<file path="config.mk">
export PLATFORM = sky130hd
export DESIGN_NAME = pll_dyncfg_ctrl_flat
export DESIGN_NICKNAME = d
export VERILOG_FILES = /design/src/rtl/pll_dyncfg_pkg.sv /design/src/rtl/pll_dyncfg_ctrl_if.sv /design/src/rtl/pll_lock_qual.sv /design/src/rtl/pll_dyncfg_ctrl.sv /design/src/flat_wrapper.sv
export SDC_FILE = /design/constraint.sdc
export NUM_CORES = 1
export LEC_CHECK = 0
export ABC_AREA = 1
export CORE_UTILIZATION = 65
export DETAILED_ROUTE_END_ITERATION = 10
export PLACE_DENSITY = 0.83
export SLEW_MARGIN = 40
export SYNTH_ARGS = -nofsm -noshare
export SYNTH_HDL_FRONTEND = slang
export SYNTH_HIERARCHICAL = 1
export SYNTH_SLANG_ARGS = --single-unit
</file>
<file path="constraint.sdc">
create_clock -name clk -period 6.4 [get_ports clk]
set_clock_uncertainty 0.2 [all_clocks]
set_input_delay 1.28 -clock clk [delete_from_list [all_inputs] [get_ports clk]]
set_output_delay 1.28 -clock clk [all_outputs]
set_load 0.05 [all_outputs]
</file>
<file path="src/rtl/pll_dyncfg_pkg.sv">
// pll_dyncfg_pkg: shared types and helpers for the EF2 PLL dynamic-reconfiguration controller.
//   state_e      - controller FSM states
//   tbl_entry_t  - one stored register write {addr, data}, sized to the widest EF2 dyncfg port
//   cw()         - counter/index width helper that never returns zero
package pll_dyncfg_pkg;

  typedef enum logic [1:0] {
    ST_IDLE      = 2'd0,
    ST_RST       = 2'd1,
    ST_WR        = 2'd2,
    ST_WAIT_LOCK = 2'd3
  } state_e;

  // Table entries are stored at these widths; ADDR_W/DATA_W of the controller must not exceed them.
  localparam int PLL_AW_MAX = 8;
  localparam int PLL_DW_MAX = 16;

  typedef struct packed {
    logic [PLL_AW_MAX-1:0] addr;
    logic [PLL_DW_MAX-1:0] data;
  } tbl_entry_t;

  // Bits needed to hold values 0..n-1, minimum 1.
  function automatic int cw(input int n);
    return (n <= 1) ? 1 : $clog2(n);
  endfunction

endpackage

</file>
<file path="src/rtl/pll_dyncfg_ctrl_if.sv">
// pll_dyncfg_ctrl_if: SoC-side bus of the PLL reconfiguration controller.
//   req_valid/req_profile/req_ready - reconfiguration request handshake
//   tbl_we/tbl_idx/tbl_addr/tbl_data - profile-table write port
// master = SoC side, slave = controller side.
interface pll_dyncfg_ctrl_if #(
  parameter int ADDR_W = 6,
  parameter int DATA_W = 8,
  parameter int IDX_W  = 5,
  parameter int PROF_W = 2
);
  logic              req_valid;
  logic [PROF_W-1:0] req_profile;
  logic              req_ready;
  logic              tbl_we;
  logic [IDX_W-1:0]  tbl_idx;
  logic [ADDR_W-1:0] tbl_addr;
  logic [DATA_W-1:0] tbl_data;

  modport master (
    output req_valid, req_profile, tbl_we, tbl_idx, tbl_addr, tbl_data,
    input  req_ready
  );

  modport slave (
    input  req_valid, req_profile, tbl_we, tbl_idx, tbl_addr, tbl_data,
    output req_ready
  );
endinterface

</file>
<file path="src/rtl/pll_lock_qual.sv">
// pll_lock_qual: extlock synchroniser plus stability / timeout qualification.
//   clk, rst_n  - clock, async active-low reset
//   extlock_i   - raw PLL lock (asynchronous)
//   en_i        - qualification window; counters held at zero while low
//   lk_s_o      - synchronised lock level
//   stable_o    - one-cycle pulse once lk_s has been high LOCK_STABLE consecutive cycles
//   timeout_o   - one-cycle pulse once the window has been open LOCK_TIMEOUT cycles
module pll_lock_qual
  import pll_dyncfg_pkg::*;
#(
  parameter int LOCK_STABLE  = 256,
  parameter int LOCK_TIMEOUT = 65535
) (
  input  logic clk,
  input  logic rst_n,
  input  logic extlock_i,
  input  logic en_i,
  output logic lk_s_o,
  output logic stable_o,
  output logic timeout_o
);
  localparam int SW = cw(LOCK_STABLE + 1);
  localparam int TW = cw(LOCK_TIMEOUT + 1);
  localparam logic [SW-1:0] S_MAX = SW'(LOCK_STABLE);
  localparam logic [TW-1:0] T_MAX = TW'(LOCK_TIMEOUT);

  logic          s1_q, lk_q;
  logic [SW-1:0] scnt_q, scnt_d;
  logic [TW-1:0] tcnt_q, tcnt_d;
  logic          stable_q, stable_d, tmo_q, tmo_d;

  // Counters saturate so a late FSM reaction cannot wrap them; the pulses are
  // registered and one-shot so each threshold crossing is reported once.
  always_comb begin
    scnt_d = '0;
    tcnt_d = '0;
    if (en_i) begin
      if (lk_q) scnt_d = (scnt_q == S_MAX) ? scnt_q : scnt_q + 1'b1;
      tcnt_d = (tcnt_q == T_MAX) ? tcnt_q : tcnt_q + 1'b1;
    end
    stable_d = en_i && (scnt_q == S_MAX) && !stable_q;
    tmo_d    = en_i && (tcnt_q == T_MAX) && !tmo_q;
  end

  always_ff @(posedge clk or negedge rst_n) begin
    if (!rst_n) begin
      s1_q     <= 1'b0;
      lk_q     <= 1'b0;
      scnt_q   <= '0;
      tcnt_q   <= '0;
      stable_q <= 1'b0;
      tmo_q    <= 1'b0;
    end else begin
      s1_q     <= extlock_i;
      lk_q     <= s1_q;
      scnt_q   <= scnt_d;
      tcnt_q   <= tcnt_d;
      stable_q <= stable_d;
      tmo_q    <= tmo_d;
    end
  end

  assign lk_s_o    = lk_q;
  assign stable_o  = stable_q;
  assign timeout_o = tmo_q;
endmodule

</file>
<file path="src/rtl/pll_dyncfg_ctrl.sv">
// pll_dyncfg_ctrl: EF2 PLL dynamic-reconfiguration and lock manager.
// Stores NUM_PROFILES x WRITES_PER_PROFILE register writes; on request holds the PLL
// in reset, replays one profile on dcs/dwe/daddr/di, releases reset and qualifies lock.
//   clk, rst_n     - sole clock (also PLL dclk), async active-low reset (clears the table)
//   bus (slave)    - request handshake and table write port
//   pll_reset      - PLL reset, high during RST and WR
//   dcs/dwe/daddr/di - registered dynamic-config write port, active only in WR
//   extlock        - raw PLL lock
//   busy           - sequence in progress, through the done/err cycle
//   lock_ok        - qualified lock level
//   done/err       - one-cycle completion / lock-timeout pulses
//   relock_cnt     - saturating count of automatic re-runs (PLL_DYNCFG_LOL_MON_EN only)
// Optional feature macro: PLL_DYNCFG_LOL_MON_EN - loss of lock in IDLE re-applies the last profile.
module pll_dyncfg_ctrl
  import pll_dyncfg_pkg::*;
#(
  parameter int NUM_PROFILES       = 4,
  parameter int WRITES_PER_PROFILE = 8,
  parameter int ADDR_W             = 6,
  parameter int DATA_W             = 8,
  parameter int RST_HOLD           = 16,
  parameter int LOCK_STABLE        = 256,
  parameter int LOCK_TIMEOUT       = 65535
) (
  input  logic              clk,
  input  logic              rst_n,
  pll_dyncfg_ctrl_if.slave  bus,
  output logic              pll_reset,
  output logic              dcs,
  output logic              dwe,
  output logic [ADDR_W-1:0] daddr,
  output logic [DATA_W-1:0] di,
  input  logic              extlock,
  output logic              busy,
  output logic              lock_ok,
  output logic              done,
  output logic              err
`ifdef PLL_DYNCFG_LOL_MON_EN
  ,
  output logic [15:0]       relock_cnt
`endif
);
  localparam int NENT   = NUM_PROFILES * WRITES_PER_PROFILE;
  localparam int IDX_W  = cw(NENT);
  localparam int PROF_W = cw(NUM_PROFILES);
  localparam int CW     = cw((RST_HOLD > WRITES_PER_PROFILE) ? RST_HOLD : WRITES_PER_PROFILE);

  state_e            state_q, state_d;
  logic [CW-1:0]     cnt_q, cnt_d;
  logic [PROF_W-1:0] prof_q, prof_d, req_prof_c;
  logic              accept;
  tbl_entry_t        tbl_q [NENT];
  tbl_entry_t        entry;
  logic [IDX_W-1:0]  rd_idx;
  logic              lk_s, stable, timeout;

  logic              pll_reset_q, pll_reset_d, dcs_q, dcs_d;
  logic [ADDR_W-1:0] daddr_q, daddr_d;
  logic [DATA_W-1:0] di_q, di_d;
  logic              busy_q, busy_d, lock_ok_q, lock_ok_d;
  logic              done_q, done_d, err_q, err_d;
`ifdef PLL_DYNCFG_LOL_MON_EN
  logic              auto_run;
  logic [15:0]       relock_q, relock_d;
`endif

  pll_lock_qual #(.LOCK_STABLE(LOCK_STABLE), .LOCK_TIMEOUT(LOCK_TIMEOUT)) u_qual (
    .clk       (clk),
    .rst_n     (rst_n),
    .extlock_i (extlock),
    .en_i      (state_q == ST_WAIT_LOCK),
    .lk_s_o    (lk_s),
    .stable_o  (stable),
    .timeout_o (timeout)
  );

  always_comb
    req_prof_c = (int'(bus.req_profile) > NUM_PROFILES - 1) ? PROF_W'(NUM_PROFILES - 1)
                                                            : bus.req_profile;

  // Next state. cnt_q counts RST hold cycles, then the write index within WR.
  always_comb begin
    state_d = state_q;
    cnt_d   = cnt_q;
    prof_d  = prof_q;
    accept  = 1'b0;
`ifdef PLL_DYNCFG_LOL_MON_EN
    auto_run = 1'b0;
`endif
    unique case (state_q)
      ST_IDLE: begin
        if (bus.req_valid) begin
          accept = 1'b1;
          prof_d = req_prof_c;
        end
`ifdef PLL_DYNCFG_LOL_MON_EN
        else if (lock_ok_q && !lk_s) begin
          // lock lost: re-apply prof_q, which is 0 until the first request
          accept   = 1'b1;
          auto_run = 1'b1;
        end
`endif
        if (accept) begin
          state_d = ST_RST;
          cnt_d   = '0;
        end
      end
      ST_RST:
        if (cnt_q == CW'(RST_HOLD - 1)) begin
          state_d = ST_WR;
          cnt_d   = '0;
        end else cnt_d = cnt_q + 1'b1;
      ST_WR:
        if (cnt_q == CW'(WRITES_PER_PROFILE - 1)) begin
          state_d = ST_WAIT_LOCK;
          cnt_d   = '0;
        end else cnt_d = cnt_q + 1'b1;
      ST_WAIT_LOCK:
        if (stable || timeout) state_d = ST_IDLE;
      default: state_d = ST_IDLE;
    endcase
  end

  // Outputs are registered from the next state, so they line up with state_q.
  always_comb rd_idx = (state_d == ST_WR) ? IDX_W'(int'(prof_d) * WRITES_PER_PROFILE + int'(cnt_d)) : '0;
  assign entry = tbl_q[rd_idx];

  always_comb begin
    pll_reset_d = (state_d == ST_RST) || (state_d == ST_WR);
    dcs_d       = (state_d == ST_WR);
    daddr_d     = dcs_d ? ADDR_W'(entry.addr) : '0;
    di_d        = dcs_d ? DATA_W'(entry.data) : '0;
    done_d      = (state_q == ST_WAIT_LOCK) && stable;
    err_d       = (state_q == ST_WAIT_LOCK) && timeout && !stable;  // done wins a tie
    busy_d      = (state_d != ST_IDLE) || done_d || err_d;
    lock_ok_d   = lock_ok_q;
    if (accept)                            lock_ok_d = 1'b0;
    else if (done_d)                       lock_ok_d = 1'b1;
    else if (err_d)                        lock_ok_d = 1'b0;
    else if (state_q == ST_IDLE && !lk_s)  lock_ok_d = 1'b0;
`ifdef PLL_DYNCFG_LOL_MON_EN
    relock_d = (auto_run && relock_q != 16'hFFFF) ? relock_q + 16'd1 : relock_q;
`endif
  end

  always_ff @(posedge clk or negedge rst_n) begin
    if (!rst_n) begin
      state_q     <= ST_IDLE;
      cnt_q       <= '0;
      prof_q      <= '0;
      pll_reset_q <= 1'b0;
      dcs_q       <= 1'b0;
      daddr_q     <= '0;
      di_q        <= '0;
      busy_q      <= 1'b0;
      lock_ok_q   <= 1'b0;
      done_q      <= 1'b0;
      err_q       <= 1'b0;
`ifdef PLL_DYNCFG_LOL_MON_EN
      relock_q    <= '0;
`endif
    end else begin
      state_q     <= state_d;
      cnt_q       <= cnt_d;
      prof_q      <= prof_d;
      pll_reset_q <= pll_reset_d;
      dcs_q       <= dcs_d;
      daddr_q     <= daddr_d;
      di_q        <= di_d;
      busy_q      <= busy_d;
      lock_ok_q   <= lock_ok_d;
      done_q      <= done_d;
      err_q       <= err_d;
`ifdef PLL_DYNCFG_LOL_MON_EN
      relock_q    <= relock_d;
`endif
    end
  end

  // Table writes land only in IDLE; a write on the acceptance edge is seen by the
  // replay because WR reads the table no earlier than RST_HOLD cycles later.
  always_ff @(posedge clk or negedge rst_n) begin
    if (!rst_n) begin
      for (int i = 0; i < NENT; i++) tbl_q[i] <= '0;
    end else if (bus.tbl_we && state_q == ST_IDLE && int'(bus.tbl_idx) < NENT) begin
      tbl_q[bus.tbl_idx] <= '{addr: PLL_AW_MAX'(bus.tbl_addr), data: PLL_DW_MAX'(bus.tbl_data)};
    end
  end

  assign bus.req_ready = (state_q == ST_IDLE);
  assign pll_reset     = pll_reset_q;
  assign dcs           = dcs_q;
  assign dwe           = dcs_q;
  assign daddr         = daddr_q;
  assign di            = di_q;
  assign busy          = busy_q;
  assign lock_ok       = lock_ok_q;
  assign done          = done_q;
  assign err           = err_q;
`ifdef PLL_DYNCFG_LOL_MON_EN
  assign relock_cnt    = relock_q;
`endif
endmodule

</file>
<file path="src/flat_wrapper.sv">
// flat-port wrapper written by rule: the top's interface ports become plain ports
module pll_dyncfg_ctrl_flat import pll_dyncfg_pkg::*;
#(
  parameter int NUM_PROFILES       = 4,
  parameter int WRITES_PER_PROFILE = 8,
  parameter int ADDR_W             = 6,
  parameter int DATA_W             = 8,
  parameter int RST_HOLD           = 16,
  parameter int LOCK_STABLE        = 256,
  parameter int LOCK_TIMEOUT       = 65535
)
  (clk, rst_n, pll_reset, dcs, dwe, daddr, di, extlock, busy, lock_ok, done, err, bus_req_valid, bus_req_profile, bus_tbl_we, bus_tbl_idx, bus_tbl_addr, bus_tbl_data, bus_req_ready);
  pll_dyncfg_ctrl_if #(.ADDR_W(ADDR_W), .DATA_W(DATA_W), .IDX_W(5), .PROF_W(2)) bus_i ();
  input  logic clk;
  input  logic rst_n;
  output logic pll_reset;
  output logic dcs;
  output logic dwe;
  output logic [ADDR_W-1:0] daddr;
  output logic [DATA_W-1:0] di;
  input  logic extlock;
  output logic busy;
  output logic lock_ok;
  output logic done;
  output logic err;
  input wire logic [$bits(bus_i.req_valid)-1:0] bus_req_valid;
  input wire logic [$bits(bus_i.req_profile)-1:0] bus_req_profile;
  input wire logic [$bits(bus_i.tbl_we)-1:0] bus_tbl_we;
  input wire logic [$bits(bus_i.tbl_idx)-1:0] bus_tbl_idx;
  input wire logic [$bits(bus_i.tbl_addr)-1:0] bus_tbl_addr;
  input wire logic [$bits(bus_i.tbl_data)-1:0] bus_tbl_data;
  output wire logic [$bits(bus_i.req_ready)-1:0] bus_req_ready;
  assign bus_i.req_valid = bus_req_valid;
  assign bus_i.req_profile = bus_req_profile;
  assign bus_i.tbl_we = bus_tbl_we;
  assign bus_i.tbl_idx = bus_tbl_idx;
  assign bus_i.tbl_addr = bus_tbl_addr;
  assign bus_i.tbl_data = bus_tbl_data;
  assign bus_req_ready = bus_i.req_ready;
  pll_dyncfg_ctrl #(.NUM_PROFILES(NUM_PROFILES), .WRITES_PER_PROFILE(WRITES_PER_PROFILE), .ADDR_W(ADDR_W), .DATA_W(DATA_W), .RST_HOLD(RST_HOLD), .LOCK_STABLE(LOCK_STABLE), .LOCK_TIMEOUT(LOCK_TIMEOUT)) u_core (.clk(clk), .rst_n(rst_n), .bus(bus_i), .pll_reset(pll_reset), .dcs(dcs), .dwe(dwe), .daddr(daddr), .di(di), .extlock(extlock), .busy(busy), .lock_ok(lock_ok), .done(done), .err(err));
endmodule
</file>
Word-level counts from Yosys, hierarchy flattened
Cells that the tools add are included.

Register bits after elaboration: 825. Latch bits: 0. Bits in writable memories: 0. Bits in read-only memories: 0. Input port bits: 26. Output and inout port bits: 22. Logic and storage cells: 153. Memories kept: 0.

$add $sub $neg: 4. Multipliers: 0. Divide/modulo/power cells: 0. $lt $le $gt $ge: 3. Equal/unequal tests: 11. Shift operators: 0. Multiplexer cells: 32. Bitwise gates (word level): 2. Reductions and logical operators: 20.

Operator list (number): bitwise mux 768 bit (1); binary-select mux 24 bit (select 5 bit) (1); demux 24 bit (select 5 bit) (1); two-way mux 22 bit (2); two-way mux 16 bit (2); two-way mux 9 bit (3); two-way mux 24 bit (1); adder 16 x 1 -> 16 bit, second input constant (1); equality test 16 bit, second input constant (1); >= comparator 6 bit, second input constant (2); two-way mux 2 bit (6); two-way mux 4 bit (3); inverter 5 -> 6 bit (2); case mux 4 bit (3 select lines) (1); logical AND 1 bit (10); adder 9 x 1 -> 9 bit, second input constant (1); equality test 9 bit, second input constant (1); two-way mux 8 bit (1); case mux 2 bit (4 select lines) (1); two-way mux 1 bit (7); equality test 2 bit, second input constant (3); < comparator 6 x 1 -> 1 bit, second input constant (1); two-way mux 6 bit (1); adder 5 x 4 -> 5 bit (1); other kinds (12) (18).

Logic depth before layout (Yosys ltp)
Word-level depth: 11. Gate-level depth with buffers: 17. Depth with buffers taken out: 15.

Modules after synthesis
Netlist, hierarchy kept.

Modules (own cells, without submodules): pll_dyncfg_ctrl (times used 1, cells each 2646, area an instance 21763.4 sq um, seq. area each 11911.4 sq um); pll_lock_qual (times used 1, cells each 209, area an instance 1591.5 sq um, seq. area each 725.7 sq um).

Worst setup path after synthesis
OpenSTA, ideal clock, no wires.

Path type: input to register. From: input bus_req_valid. To: register u_core.daddr_q[0] (netlist: u_core/daddr[0]). Library setup time: 0.119 ns. Arrival: 3.124 ns. Required time: 6.081 ns. Setup slack: 2.957 ns. Stages: 10. Buffers on the path: 3. Cells stage by stage: inv_1 -> nand2_2 -> o21ai_0 -> ha_1 -> clkbuf_1 -> buf_1 -> nand3_1 -> buf_2 -> a21oi_1 -> nor2_1.

Word-level cells in the longest chain between the ends: 11. Elaborated cells on any way between the ends: 16. Classes of those cells: 1 x add/sub; 1 x eq/ne; 13 x mux; 1 x bitwise.

RTL lines: start, declared (line flat_wrapper.sv:26) `input wire logic [$bits(bus_i.req_valid)-1:0] bus_req_valid;`; two-way mux 1 bit (*) (line pll_dyncfg_ctrl.sv:92) `if (bus.req_valid) begin`; two-way mux 1 bit (*) (line pll_dyncfg_ctrl.sv:90) `unique case (state_q)`; two-way mux 2 bit (*) (line pll_dyncfg_ctrl.sv:103) `if (accept) begin`; case mux 2 bit (4 select lines) (*) (line pll_dyncfg_ctrl.sv:90); equality test 2 bit (*) (line pll_dyncfg_ctrl.sv:130) `dcs_d = (state_d == ST_WR);`; net u_core.dcs_d (line pll_dyncfg_ctrl.sv:57) `logic pll_reset_q, pll_reset_d, dcs_q, dcs_d;`; two-way mux 5 bit (line pll_dyncfg_ctrl.sv:125) `always_comb rd_idx = (state_d == ST_WR) ? IDX_W'(int'(prof_d) * WRITES_PER_PROFILE + int'(cnt_d)) : '0;`; inverter 5 -> 6 bit (not written as such) (line pll_dyncfg_ctrl.sv:126) `assign entry = tbl_q[rd_idx];`; binary-select mux 24 bit (select 5 bit) (line pll_dyncfg_ctrl.sv:126); two-way mux 22 bit (not written as such) (2 in series) (line pll_dyncfg_ctrl.sv:126); two-way mux 6 bit (*) (line pll_dyncfg_ctrl.sv:131) `daddr_d = dcs_d ? ADDR_W'(entry.addr) : '0;`; net u_core.daddr_d[0] (line pll_dyncfg_ctrl.sv:58) `logic [ADDR_W-1:0] daddr_q, daddr_d;`; end signal, assigned (line pll_dyncfg_ctrl.sv:168) `daddr_q <= daddr_d;`; end, declared (line pll_dyncfg_ctrl.sv:58).

Mark *: on every way through the listed nets, which the timed path passes. The rest lies on a longest branch. The select of a mux whose other input is x is not followed. A chain may end at the register's enable or synchronous reset.

Final worst setup path
From: register u_core.state_q[1]. To: register u_core.di_q[1] (netlist: u_core/di[1]).

Word-level cells in the longest chain between the ends: 9. Elaborated cells on any way between the ends: 19. Classes of those cells: 1 x add/sub; 4 x eq/ne; 12 x mux; 1 x bitwise; 1 x reduce/logical.

RTL lines: start, declared (line pll_dyncfg_ctrl.sv:48) `state_e state_q, state_d;`; start signal, assigned (line pll_dyncfg_ctrl.sv:163) `state_q <= state_d;`; equality test 2 bit (tied with other cells) (line pll_dyncfg_ctrl.sv:90); case mux 2 bit (4 select lines) (*) (line pll_dyncfg_ctrl.sv:90); net u_core.state_d[1] (line pll_dyncfg_ctrl.sv:48); equality test 2 bit (*) (line pll_dyncfg_ctrl.sv:130); net u_core.dcs_d (line pll_dyncfg_ctrl.sv:57); two-way mux 5 bit (line pll_dyncfg_ctrl.sv:125); inverter 5 -> 6 bit (not written as such) (line pll_dyncfg_ctrl.sv:126); binary-select mux 24 bit (select 5 bit) (line pll_dyncfg_ctrl.sv:126); two-way mux 22 bit (not written as such) (2 in series) (line pll_dyncfg_ctrl.sv:126); two-way mux 8 bit (*) (line pll_dyncfg_ctrl.sv:132) `di_d = dcs_d ? DATA_W'(entry.data) : '0;`; net u_core.di_d[1] (line pll_dyncfg_ctrl.sv:59) `logic [DATA_W-1:0] di_q, di_d;`; end signal, assigned (line pll_dyncfg_ctrl.sv:169) `di_q <= di_d;`; end, declared (line pll_dyncfg_ctrl.sv:59).

Marks and branches as above.

==> flow_summary.yaml <==
run_status:
  status: "completed"
power:
  p_int_mw: 6.018
  irDropWorstVdd_uv: 320.9
  p_clk_share_pct: 33.4
  combPwrFrac_pct: 23.1
  power.switching_mw: 3.078
  p_leak_nw: 11.55
  switching_share_pct: 33.84
  p_seq_share_pct: 43.5
  power.density_nw_per_um2: 355.5
critical_path:
  critPathArrivalTime_ns: 4.84
  critPathTopFamily: "buffers and inverters"
  crit_type: "reg -> reg"
  required_ns: 6.74
  path_cells: "nand2_1, inv_1, a21oi_1, ha_4, buf_4, buf_4, nand4_1, nand3_1, nand3_1, nand3_1, nand2_1, nand2_1, nand2_1, nor2_1"
  cpMostUsedCell: "nand2_1"
  crit_path_max_fanout: 58
  cp-startpoint: "u_core/state_q[1]$_DFF_PN0_"
  critPathLaunchType: "flip-flop"
  path_buf_inv: 3
  end_kind: "flip-flop"
  r2r_start: "u_core/state_q[1]$_DFF_PN0_"
  max_stage_delay_ns: 0.64
  slowest_stage: "buf_4"
global_routing:
  grt_pass1_vias: 20270
  gr-usage-all-layers_pct: 37.78
  grt_max_degree: 141
  grt_remaining_overflow: 0
  antenna_found_initial: 1
  grt_pass1_wl_um: 108000
yosys:
  synthCells: 2855
  yosys_warnings: 6
  syn_avg_cell_area_um2: 8.180
  syn-cell-area_um2: 23350
  yosysSeqAreaShare_pct: 54.11
  syn_nets: 2888
  ys_ff_latch: 505
  synth.distinct_cells: 36
timing:
  hold_viol: 0
  max_freq_mhz: 221.8
  slew_viol_final: 0
  setup_tns_ns: 0
  post-route-period-util_pct: 70.43
  tightest_slew_ns: 0.8472
  period_minus_slack_ns: 4.508
  relSlewSlack_pct: 43.52
  finalSetupViolations: 0
  rsz0062_at_grt: "false"
layout:
  fin_area_um2: 25580
  diodes: 0
  fin_cells: 3258
  syn_to_final_growth_pct: 9.541
  nNetsFinal: 2788
  drive_gt1_share_pct: 6.793
clocking:
  clkTransAtPathRegs_ns: 0.06
  clk_latency_ns: 0.61
  holdBufCountCts: 0
  cts.repair.resized: 0
  numCtsBuffers: 52
  clk_path_buf_depth: 3
  cts_tree: "done"
  cts-htree-levels: 2
  cts.sinks: 505
  cts_setup_buffers: 0
  cts_root_buffer: "clkbuf_16"
floorplan:
  num_rows: 69
  fp.coreArea_um2: 35480
  die_area_um2: 36690
  die_y_um: 191.6
  die_x_um: 191.6
  initial_utilization_pct: 65.82
  num_io_pins: 48
routing:
  wl_per_cell_um: 20.84
  initialDrtViolationCount: 3108
  routed_wl_um: 67880
  final_antenna_net_count: 0
  drc_errors: 0
  vias: 21290
  viasPerCell: 6.535
  firstDrtPassIters: 9
placement:
  placed_cell_area_um2: 23760
  dpl.hpwl_um: 38610
  dp.cells: 3161
  globalplace.congestion: 0.9141
  io_buffers: 47
min_path:
  hp-class: "reg -> reg"
  min_from: "u_core/u_qual/s1_q$_DFF_PN0_"
run:
  maxCapViolCount: 0
==> layer usage <==
metal / part of all wire, % / vias to the layer above / GRT usage, %
met5: 0.016 / - / 0
li1: - / 9398 / -
met2: 45 / 1444 / 55.39
met1: 39 / 10220 / 52.05
met3: 13 / 231 / 10.68
met4: 4.0 / 2 / 17.74
==> power groups by stage <==
stage	logic (mW)	clock network [mW]	registers, mW
2_1_floorplan	1.48	0	3.94
3_3_place_gp	1.95	0	3.97
3_5_place_dp	2.02	0	3.99
4_1_cts	2.04	3.05	3.94
5_1_grt	2.29	3.19	4.00
6_report	2.10	3.04	3.96
==> flip-flops by register name, summed over array words and instances, names as in the netlist, 2 cells and up <==
register,flops
u_core/di,8
u_core/cnt_q,4
u_core/state_q,2
u_core/u_qual/scnt_q,9
u_core/tbl_q,448
u_core/daddr,6
u_core/prof_q,2
u_core/u_qual/tcnt_q,16
==> per-stage QoR <==
stage          utilization (%)  power (mW)  hold slack [ns]  worst slack (ns)
2_1_floorplan                -       5.415           0.1312             2.957
3_3_place_gp             66.83       5.919           0.1440             1.550
3_5_place_dp             66.96       6.008           0.1364             1.488
4_1_cts                  71.79       9.030           0.1610             2.047
5_1_grt                  72.10       9.481           0.1738             1.634
6_report                 72.10       9.096           0.1597             1.892
==> synth_stat cells <==
library cell	number	share of area, %
buf_2	65	1.4
clkinv_1	1	0.016
dfrtp_1	505	54
nand3_2	4	0.17
o21ai_1	71	1.5
clkinv_2	1	0.021
nand2_4	1	0.048
inv_2	8	0.13
nand4_1	118	3.2
a21oi_1	21	0.45
nor3_2	4	0.17
nand2_2	4	0.11
buf_4	8	0.26
clkbuf_1	144	2.3
nor2_2	1	0.027
mux2i_1	1	0.043
o21ai_0	382	8.2
nand3b_1	1	0.032
a22o_1	1	0.038
o21bai_1	4	0.13
nor2_4	3	0.14
nand3_1	457	9.8
xor2_1	2	0.075
buf_1	7	0.11
nand3_4	3	0.23
o211ai_1	1	0.032
or2_1	1	0.027
ha_1	7	0.37
buf_6	7	0.34
inv_1	54	0.87
or2_2	4	0.11
o22ai_1	1	0.027
nor2_1	45	0.72
nor3_1	12	0.26
nand2_1	905	15
and2_1	1	0.027
==> kinds of logic (layout without fill, tap and decap cells) <==
family,after synthesis,count (layout),synth area share [%]
adder cells (fa/ha/maj),7,7,0.3750
multiplexers,1,1,0.04286
flip-flops,505,505,54.11
XOR/XNOR,2,2,0.07502
buffers and inverters,295,237,5.448
AO/OA/AOI/OAI,481,481,10.38
AND/OR/NAND/NOR,1564,1564,29.57
==> cell type report <==
class / count / area (µm²)
sequential: 505 / 12640
fill: 2576 / 9899
multi-input combinational: 2055 / 9600
clock buffer: 83 / 1589
timing repair buffer: 77 / 812.0
tap: 461 / 576.8
inverter: 64 / 242.7
clock inverter: 13 / 125.1
==> worst reg2reg max path, stage by stage (launching register included) <==
cell and delay [ns]:
dfrtp_1 0.44, nand2_1 0.22, inv_1 0.41, a21oi_1 0.47, ha_4 0.45, buf_4 0.63, buf_4 0.68, nand4_1 0.22
nand3_1 0.14, nand3_1 0.09, nand3_1 0.11, nand2_1 0.07, nand2_1 0.08, nand2_1 0.10, nor2_1 0.14
==> cells in the final DEF (no fill, tap or decap), drive strengths merged, types with 4 or more instances in the layout <==
cell type	instances
o21bai	4
buf	31
clkbuf	83
clkinv	11
dfrtp	505
nand4	118
nand2	910
or2	5
clkdlybuf4s50	46
inv	63
nor2	49
a21oi	21
ha	7
nor3	16
o21ai	453
nand3	464
==> worst paths after layout <==
path	to	slack, ns	depth (start not counted)
worst max-delay path	u_core/di[1]$_DFF_PN0_	1.89	14
worst min-delay path	u_core/u_qual/lk_s_o$_DFF_PN0_	0.16	0
worst max register to register	u_core/di[1]$_DFF_PN0_	1.89	14
worst min register to register	u_core/u_qual/lk_s_o$_DFF_PN0_	0.16	0
max in group asynchronous	u_core/tbl_q[439]$_DFFE_PN0P_	4.15	3
min in group asynchronous	u_core/u_qual/tcnt_q[6]$_DFFE_PN0P_	0.40	1
Power figures use the tool's default switching activity.
